==> src/rtl/pwm_capture.sv <==
// PWM period / high-time capture with valid/ack result handshake and stuck detection.
// Optional glitch filter on the synchronized input: define PWM_CAPTURE_FILTER_EN.
module pwm_capture #(
  parameter int WIDTH    = 16,
  parameter int FILT_LEN = 3
) (
  input  logic             CLK,
  input  logic             RESETN,
  input  logic             PWM_IN,
  input  logic             ACK,
  output logic [WIDTH-1:0] PERIOD,
  output logic [WIDTH-1:0] HIGH_TIME,
  output logic             VALID,
  output logic             OVERRUN,
  output logic             STUCK,
  output logic             LEVEL
);

  typedef enum logic [1:0] {
    IDLE = 2'd0,
    HIGH = 2'd1,
    LOW  = 2'd2
  } state_t;

  localparam logic [WIDTH-1:0] CNT_MAX = '1;
  localparam logic [WIDTH-1:0] CNT_ONE = WIDTH'(1);

  logic             sync1, sync2;
  logic             level;
  logic             level_d;
  logic             rise_evt, fall_evt;
  logic [WIDTH-1:0] period_cnt;
  logic [WIDTH-1:0] hi_lat;
  state_t           state, state_n;
  logic             publish, latch_hi, set_stuck, clr_stuck;

  // NOTE: every clocked process uses non-blocking assignments so all flops
  // sample pre-edge values regardless of process evaluation order.
  always_ff @(posedge CLK or negedge RESETN) begin
    if (!RESETN) begin
      sync1 <= 1'b0;
      sync2 <= 1'b0;
    end else begin
      sync1 <= PWM_IN;
      sync2 <= sync1;
    end
  end

`ifdef PWM_CAPTURE_FILTER_EN
  localparam int FCW = (FILT_LEN > 2) ? $clog2(FILT_LEN) : 1;

  logic [FCW-1:0] filt_cnt;
  logic           filt_level;

  // The new value must persist FILT_LEN consecutive cycles; any return to
  // the current level restarts the qualification.
  always_ff @(posedge CLK or negedge RESETN) begin
    if (!RESETN) begin
      filt_cnt   <= '0;
      filt_level <= 1'b0;
    end else if (sync2 == filt_level) begin
      filt_cnt <= '0;
    end else if (filt_cnt == FCW'(FILT_LEN - 1)) begin
      filt_level <= sync2;
      filt_cnt   <= '0;
    end else begin
      filt_cnt <= filt_cnt + FCW'(1);
    end
  end

  assign level = filt_level;
`else
  assign level = sync2;
`endif

  assign LEVEL = level;

  always_ff @(posedge CLK or negedge RESETN) begin
    if (!RESETN) begin
      level_d  <= 1'b0;
      rise_evt <= 1'b0;
      fall_evt <= 1'b0;
    end else begin
      level_d  <= level;
      rise_evt <= level & ~level_d;
      fall_evt <= ~level & level_d;
    end
  end

  // Free-running saturating counter, restarted by every rise event.
  always_ff @(posedge CLK or negedge RESETN) begin
    if (!RESETN) begin
      period_cnt <= '0;
    end else if (rise_evt) begin
      period_cnt <= CNT_ONE;
    end else if (period_cnt != CNT_MAX) begin
      period_cnt <= period_cnt + CNT_ONE;
    end
  end

  always_ff @(posedge CLK or negedge RESETN) begin
    if (!RESETN) begin
      state <= IDLE;
    end else begin
      state <= state_n;
    end
  end

  // NOTE: all outputs of this block get a default first, so no path
  // through the case can leave one unassigned and infer a latch.
  always_comb begin
    state_n   = state;
    publish   = 1'b0;
    latch_hi  = 1'b0;
    set_stuck = 1'b0;
    clr_stuck = 1'b0;
    unique case (state)
      IDLE: begin
        if (rise_evt) begin
          state_n   = HIGH;
          clr_stuck = 1'b1;
        end
      end
      HIGH: begin
        if (fall_evt) begin
          state_n  = LOW;
          latch_hi = 1'b1;
        end else if (period_cnt == CNT_MAX) begin
          state_n   = IDLE;
          set_stuck = 1'b1;
        end
      end
      LOW: begin
        if (rise_evt) begin
          state_n = HIGH;
          publish = 1'b1;
        end else if (period_cnt == CNT_MAX) begin
          state_n   = IDLE;
          set_stuck = 1'b1;
        end
      end
      default: state_n = IDLE;
    endcase
  end

  always_ff @(posedge CLK or negedge RESETN) begin
    if (!RESETN) begin
      hi_lat <= '0;
    end else if (latch_hi) begin
      hi_lat <= period_cnt;
    end
  end

  // A publish beats a same-cycle ACK: the fresh result stays valid and the
  // ACK still counts as consuming the old one, so no overrun is flagged.
  always_ff @(posedge CLK or negedge RESETN) begin
    if (!RESETN) begin
      PERIOD    <= '0;
      HIGH_TIME <= '0;
      VALID     <= 1'b0;
      OVERRUN   <= 1'b0;
    end else if (publish) begin
      PERIOD    <= period_cnt;
      HIGH_TIME <= hi_lat;
      VALID     <= 1'b1;
      if (VALID && !ACK) begin
        OVERRUN <= 1'b1;
      end else if (VALID && ACK) begin
        OVERRUN <= 1'b0;
      end
    end else if (ACK && VALID) begin
      VALID   <= 1'b0;
      OVERRUN <= 1'b0;
    end
  end

  always_ff @(posedge CLK or negedge RESETN) begin
    if (!RESETN) begin
      STUCK <= 1'b0;
    end else if (set_stuck) begin
      STUCK <= 1'b1;
    end else if (clr_stuck) begin
      STUCK <= 1'b0;
    end
  end

endmodule

==> config.mk <==
export PLATFORM = sky130hd
export DESIGN_NAME = pwm_capture
export DESIGN_NICKNAME = d
export VERILOG_FILES = /design/src/rtl/pwm_capture.sv
export SDC_FILE = /design/constraint.sdc
export NUM_CORES = 1
export LEC_CHECK = 0
export BUFFER_PORTS_ARGS = -buffer_cell sky130_fd_sc_hd__buf_2
export CORE_MARGIN = 5
export CORE_UTILIZATION = 50
export DETAILED_ROUTE_END_ITERATION = 10
export HOLD_SLACK_MARGIN = 0.12
export PLACE_DENSITY_LB_ADDON = 0.08
export SYNTH_ARGS = -nofsm -noshare
export SYNTH_HDL_FRONTEND = slang
export SYNTH_SLANG_ARGS = --single-unit
==> constraint.sdc <==
create_clock -name CLK -period 1.8 [get_ports CLK]
set_clock_uncertainty 0.2 [all_clocks]
set_input_delay 0.27 -clock CLK [delete_from_list [all_inputs] [get_ports CLK]]
set_output_delay 0.27 -clock CLK [all_outputs]
set_load 0.05 [all_outputs]
==> impl_summary.txt, run 1 <==
----------------------------------------------------
[Power and ir drop]
  Power density of the placed cells ... 1100 nW/um^2
  Logic gate share of total power ... 0.263
  Peak supply drop ... 881 uV
  Int Power ... 0.00294 W
  Lkg Pwr ... 2.03 nW
  Clock share of power ... 0.276
  Reg power frac ... 0.461
  Net switching power ... 0.00141 W
  Switching power as a share of total power ... 0.324

[Place]
  Instance count after placement with tap cells included ... 372
  Detailed-placement wirelength estimate ... 4.06 mm
  Area of placed instances ... 3660 um^2
  Pre-CTS WS ... -25.4 ps
  Final Wtd Congestion ... 0.801
  Number of I/O port buffers ... 39

[Timing]
  Least-Margin Pin Slew ... 385 ps
  Number of pins exceeding their max-slew limit in the final report ... 0
  Min Clock Period, post-route ... 1760 ps
  Post-Route Hold Slack ... 158 ps
  Maximum clock frequency ... 0.567 GHz
  Share of the clock period used by the worst path ... 0.980
  Final hold violations ... 0
  Number of setup violations in the final report ... 0
  Worst relative slew slack ... 0.743
  Post-route worst setup slack ... 36.2 ps
  RSZ-0062 raised after global routing ... true

[Clock tree]
  Clock buffers created by TritonCTS ... 9
  CTS clk-pin slew, worst paths ... 70 ps
  Buffer levels on the longest clock path ... 2
  Root Buffer ... clkbuf_8
  Maximum level of the CTS H-tree ... 3
  Latest clock arrival within the worst-skew pair ... 340 ps
  CTS sink cnt ... 74
  TritonCTS clock tree ... built

[Drt]
  Number of remaining DRC errors ... 0
  Total via count in the routed design ... 2063
  Avg WL per Cell ... 14.9 um
  Post-detailed-route via-to-cell ratio ... 5.25
  Detailed router's first-iteration violation count ... 59
  Antenna viol nets, final ... 0
  Drt total wl ... 5.86 mm
  First-pass DRT Iterations ... 4

[Global route]
  Largest net degree at the start of global routing ... 75
  Vias in the first global route ... 2159
  Overflow after GRT ... 0
  Wire length of the first global-routing pass ... 10.2 mm
  Antenna violations before repair ... 0
  Global Route Usage Sum ... 0.168

[Finish]
  Diode insertion count for antenna repair ... 0
  Core utilization of the finished layout ... 0.665
  Post-layout instance area ... 3960 um^2
  Count of placed standard cells in the final layout, fillers left out ... 393
  Area of the multi-input gates ... 1220 um^2
  Fill cell instance count of the final layout ... 459
  Post-layout net count ... 322
  Fraction of final layout cells sized beyond drive strength 1 ... 0.516
  Area occupied by registers ... 1860 um^2
  Most common library cell in the layout ignoring fill and taps ... dfrtp_1
  Area growth, synth to finish ... 28.9%
  Commonest cells after routing, fill and taps aside ... dfrtp_1, mux2_2, buf_2

[Floorplan]
  Horizontal die dimension ... 88.4 um
  Area inside the core boundary ... 5960 um^2
  Total Die Area ... 7810 um^2
  FP Rows ... 28
  Initial cell density of the core ... 0.516
  Die outline height ... 88.4 um
  Number of top-level pins ... 40

[Synthesis]
  Number of synthesized register bits ... 74
  Combined area of all synthesized cells ... 3070 um^2
  Number of standard cells after synthesis ... 228
  Leading post-synthesis cells by cell area ... dfrtp_1, mux2_2, ha_1
  Yosys cell types ... 38
  Synthesized area divided by synthesized cell count ... 13.5 um^2
  Part of the Yosys area used for sequential elements ... 0.603
  Synthesized Nets ... 237
  Number of warnings issued by yosys ... 0
  Post-synth top area share ... 0.603
  Largest area contributor in the netlist ... dfrtp_1

[Setup path]
  Highest net fanout along the worst path ... 4
  CP top delay family ... simple AND/OR/NAND/NOR gates
  Cell with the largest stage delay on the worst path ... dfrtp_1
  Sum of buffers and inverters on the critical path ... 2
  Source of the critical timing path ... period_cnt[8]$_DFFE_PN0N_
  Startpoint type of the worst setup path ... flop
  Most Frequent Cell on Critical Path ... buf_4
  Arr. time, crit path ... 1830 ps
  Largest stage delay, worst path ... 410 ps
  Critical Path End Type ... flop
  Crit path kind ... reg2reg
  Reg-to-Reg Start ... period_cnt[8]$_DFFE_PN0N_
  Endpoint required time on the critical path ... 1870 ps
  Cell breakdown of the critical path ... nand4_1, buf_4, nor3_1, buf_4, or4_4, a21oi_2

[Min path]
  Hold Path Origin ... sync1$_DFF_PN0_
  Min-delay worst type ... reg2reg

[Flow run]
  Max-Cap Viols ... 0

[Run status]
  Status ... completed

----------------------------------------------------
-- cells by family (layout without fill, tap and decap cells) --
family | after synthesis | after routing | synth area share
adder cells (fa/ha/maj) | 5 | 5 | 0.0204
buffers and inverters | 16 | 106 | 0.0269
AO/OA/AOI/OAI | 38 | 38 | 0.0851
AND/OR/NAND/NOR | 47 | 47 | 0.0904
multiplexers | 47 | 47 | 0.172
XOR/XNOR | 1 | 1 | 0.00285
flip-flops | 74 | 74 | 0.603
-- routing by layer --
metal | track usage | vias up | wire (um)
met5 | 0 | - | 0
met4 | 0.0563 | 0 | 46
met3 | 0.0484 | 5 | 192
met2 | 0.268 | 31 | 2880
met1 | 0.221 | 1018 | 2740
li1 | - | 1009 | -
-- final timing paths --
kind	end	slack, ps	cells after the start
max	period_cnt[13]$_DFFE_PN0N_	40	6
min	LEVEL$_DFF_PN0_	160	0
max reg2reg	period_cnt[13]$_DFFE_PN0N_	40	6
min reg2reg	LEVEL$_DFF_PN0_	160	0
max in group asynchronous	period_cnt[1]$_DFFE_PN0N_	780	3
min in group asynchronous	HIGH_TIME[13]$_DFFE_PN0P_	300	3
-- area by class of cell --
type / count / share of cell area
Sequential cell: 74 / 0.469
Clock buffer: 13 / 0.0351
Multi-Input combinational cell: 138 / 0.309
Tap cell: 75 / 0.0237
Timing Repair Buffer: 83 / 0.147
Inverter: 7 / 0.00664
Clock inverter: 3 / 0.0101
-- stage by stage --
step / TNS [ps] / total power, W
2_1_floorplan: -8.60 / 0.00278
3_3_place_gp: 0 / 0.00314
3_5_place_dp: -29.7 / 0.00317
4_1_cts: 0 / 0.00440
5_1_grt: -159 / 0.00459
6_report: 0 / 0.00435
-- power groups by stage --
stage	sequential (W)	combinational [W]	clock, W
4_1_cts	0.00201	0.00115	0.00124
2_1_floorplan	0.00235	0.000426	0
5_1_grt	0.00203	0.00124	0.00132
3_3_place_gp	0.00203	0.00111	0
6_report	0.00201	0.00114	0.00120
3_5_place_dp	0.00204	0.00113	0
-- cell usage after synthesis --
library cell and number:
dfrtp_1 74, mux2_2 46, a21oi_1 11, nand2_1 11
nor2_1 8, inv_1 7, o31ai_1 7, or4_1 6
ha_1 5, nor3_1 5, o21ai_0 5, clkbuf_1 4
nand3_1 3, nand4_1 3, nor2b_1 3, a21o_1 2
a31oi_1 2, nand4_2 2, o311a_2 2, o311ai_0 2
o41ai_1 2, or2_0 2, a31o_2 1, a32o_1 1
and4_1 1, buf_2 1, buf_4 1, buf_6 1
clkbuf_2 1, dlymetal6s2s_1 1, mux2i_1 1, nand3_2 1
nor4_4 1, o21bai_1 1, o31a_1 1, o32ai_1 1
or3_1 1, xor2_1 1
-- flip-flops by register name, indices dropped and copies added (netlist names), named ones only --
register,count
HIGH_TIME,16
PERIOD,16
hi_lat,16
period_cnt,16
state,2
LEVEL,1
STUCK,1
VALID,1
fall_evt,1
level_d,1
rise_evt,1
sync1,1
-- what timing repair did --
item	4_1_cts	5_1_grt
hold buffers	3	0
setup endpoints to repair	4	13
buffers inserted	1	1
resized for setup	2	20
pin swaps	0	9
hold endpoints to repair	77	0
No activity file was read; power rests on OpenSTA's default activity.
==> inputs of run 2 (changes only) <==
Settings changed: PLACE_DENSITY from default to 0.73, PLACE_DENSITY_LB_ADDON 0.08 to default.
==> impl_summary.txt, run 2 (same netlist as run 1, synthesis figures left out) <==
----------------------------------------------------
[Setup path]
  Flop2flop setup slack ... 20 ps
  Arr. time, crit path ... 1860 ps
  Startpoint type of the worst setup path ... flop
  Highest net fanout along the worst path ... 4
  Critical Path End Type ... flop
  Largest stage delay, worst path ... 440 ps
  Cell with the largest stage delay on the worst path ... dfrtp_2
  Cell breakdown of the critical path ... ha_4, nand3_4, buf_6, nor3_2, buf_4, or4_1, a21oi_1
  R2r worst-path depth ... 7
  Crit path kind ... reg2reg
  Endpoint required time on the critical path ... 1880 ps

[Finish]
  Fraction of final layout cells sized beyond drive strength 1 ... 0.511
  Post-layout net count ... 329
  Diode insertion count for antenna repair ... 0
  Fill cell instance count of the final layout ... 470
  Most common library cell in the layout ignoring fill and taps ... dfrtp_1
  Count of placed standard cells in the final layout, fillers left out ... 400
  Area growth, synth to finish ... 31.1%
  Commonest cells after routing, fill and taps aside ... dfrtp_1, mux2_2, buf_4

[Power and ir drop]
  Power density of the placed cells ... 1130 nW/um^2
  Lkg Pwr ... 2.07 nW
  Design Power ... 0.00456 W
  Peak supply drop ... 934 uV

[Flow run]
  Max-Cap Viols ... 0

[Min path]
  Min-delay worst type ... reg2reg
  Worst hold path depth ... 0

[Place]
  Detailed-placement wirelength estimate ... 4.32 mm
  Final Wtd Congestion ... 0.800
  Number of I/O port buffers ... 39
  Instance count after placement with tap cells included ... 375

[Drt]
  Antenna viol nets, final ... 0
  Post-detailed-route via-to-cell ratio ... 5.40
  First-pass DRT Iterations ... 4
  Total via count in the routed design ... 2161
  Detailed router's first-iteration violation count ... 56
  Number of remaining DRC errors ... 0
  Avg WL per Cell ... 15.8 um
  Drt total wl ... 6.31 mm

[Floorplan]
  Area inside the core boundary ... 5960 um^2
  Horizontal die dimension ... 88.4 um
  Die outline height ... 88.4 um
  Total Die Area ... 7810 um^2
  Initial cell density of the core ... 0.516
  Number of top-level pins ... 40
  FP Rows ... 28

[Clock tree]
  TritonCTS clock tree ... built
  Latest clock arrival within the worst-skew pair ... 350 ps
  Root Buffer ... clkbuf_8
  Maximum level of the CTS H-tree ... 3
  Clock buffers created by TritonCTS ... 9
  Buffer levels on the longest clock path ... 2
  CTS clk-pin slew, worst paths ... 80 ps
  CTS sink cnt ... 74

[Global route]
  Wire length of the first global-routing pass ... 10.9 mm
  Vias in the first global route ... 2315
  Overflow after GRT ... 0
  Busiest metal layer after global routing ... met2
  Antenna violations before repair ... 0
  Global Route Usage Sum ... 0.182
  Met3 track demand over resource ... 0.0615
  Global Route met2 Usage ... 0.302
  Largest net degree at the start of global routing ... 75
  Met1 routing resource usage after global routing ... 0.226

[Timing]
  Worst relative slew slack ... 0.733
  Number of pins exceeding their max-slew limit in the final report ... 0
  Number of setup violations in the final report ... 0
  Share of the clock period used by the worst path ... 0.986
  RSZ-0062 raised after global routing ... true
  Final hold violations ... 0
  Least-Margin Pin Slew ... 401 ps
  Min Clock Period, post-route ... 1780 ps
  Maximum clock frequency ... 0.563 GHz

[Run status]
  Status ... completed

----------------------------------------------------
==> run 2: cell count changes in the layout (fill, tap and decap cells not counted), sizes merged <==
cell / change
clkbuf: -4
clkinvlp: +2
bufinv: +1
buf: +7
clkinv: +1
==> run 2: repair_timing <==
item | 4_1_cts | 5_1_grt
gates resized for setup | 1 | 13
hold endpoints to repair | 77 | 0
setup endpoints to repair | 13 | 13
setup buffers | 4 | 2
pin swaps | 2 | 10
hold buffers | 3 | 0
==> run 2: report_power, final <==
group | internal, W | total (W) | switching, W
logic | 0.000449 | 0.00116 | 0.000709
clock network | 0.000777 | 0.00139 | 0.000618
registers | 0.00186 | 0.00201 | 0.000148
total | 0.00309 | 0.00456 | 0.00148
==> run 2: final cells by class <==
| type | count | area (um^2) | share of cell area |
|---|---|---|---|
| Tap cell | 75 | 93.8 | 0.0233 |
| Sequential cell | 74 | 1850 | 0.460 |
| Clock buffer | 9 | 124 | 0.0307 |
| Inverter | 7 | 26.3 | 0.00652 |
| Multi-Input combinational cell | 138 | 1210 | 0.301 |
| Clock inverter | 7 | 93.8 | 0.0233 |
| Timing Repair Buffer | 90 | 627 | 0.156 |
==> run 2: final timing paths <==
| path | start | end |
|---|---|---|
| setup / recovery | period_cnt[1]$_DFFE_PN0N_ | period_cnt[13]$_DFFE_PN0N_ |
| hold / removal | sync1$_DFF_PN0_ | LEVEL$_DFF_PN0_ |
| setup reg to reg | period_cnt[1]$_DFFE_PN0N_ | period_cnt[13]$_DFFE_PN0N_ |
| hold reg to reg | sync1$_DFF_PN0_ | LEVEL$_DFF_PN0_ |
| max in group asynchronous | RESETN | period_cnt[1]$_DFFE_PN0N_ |
| min in group asynchronous | RESETN | HIGH_TIME[13]$_DFFE_PN0P_ |
==> run 2: metal layers <==
layer,up-vias,wire length (um)
met4,0,91
met2,52,3090
met5,-,0
met3,10,365
met1,1082,2760
li1,1017,-
==> run 2: worst max-delay path, delay by kind of cell, from the launching register on <==
kind                     cells  cell delay (ps)
AO/OA/AOI/OAI                1              150
flip-flops                   1              440
buffers and inverters        2              230
AND/OR/NAND/NOR              3              500
adder cells (fa/ha/maj)      1              180
==> run 2: through the flow <==
step           worst slack [ps]  setup TNS (ps)  hold WS, ps   util  instance area [um^2]
2_1_floorplan             -4.33           -8.60         -226      -                  3110
3_3_place_gp              -40.6           -64.4          129  0.618                  3680
3_5_place_dp              -89.7            -354          132  0.618                  3680
4_1_cts                    1.28               0          168  0.665                  3960
5_1_grt                   -44.4            -272          192  0.677                  4030
6_report                   24.7               0          170  0.677                  4030
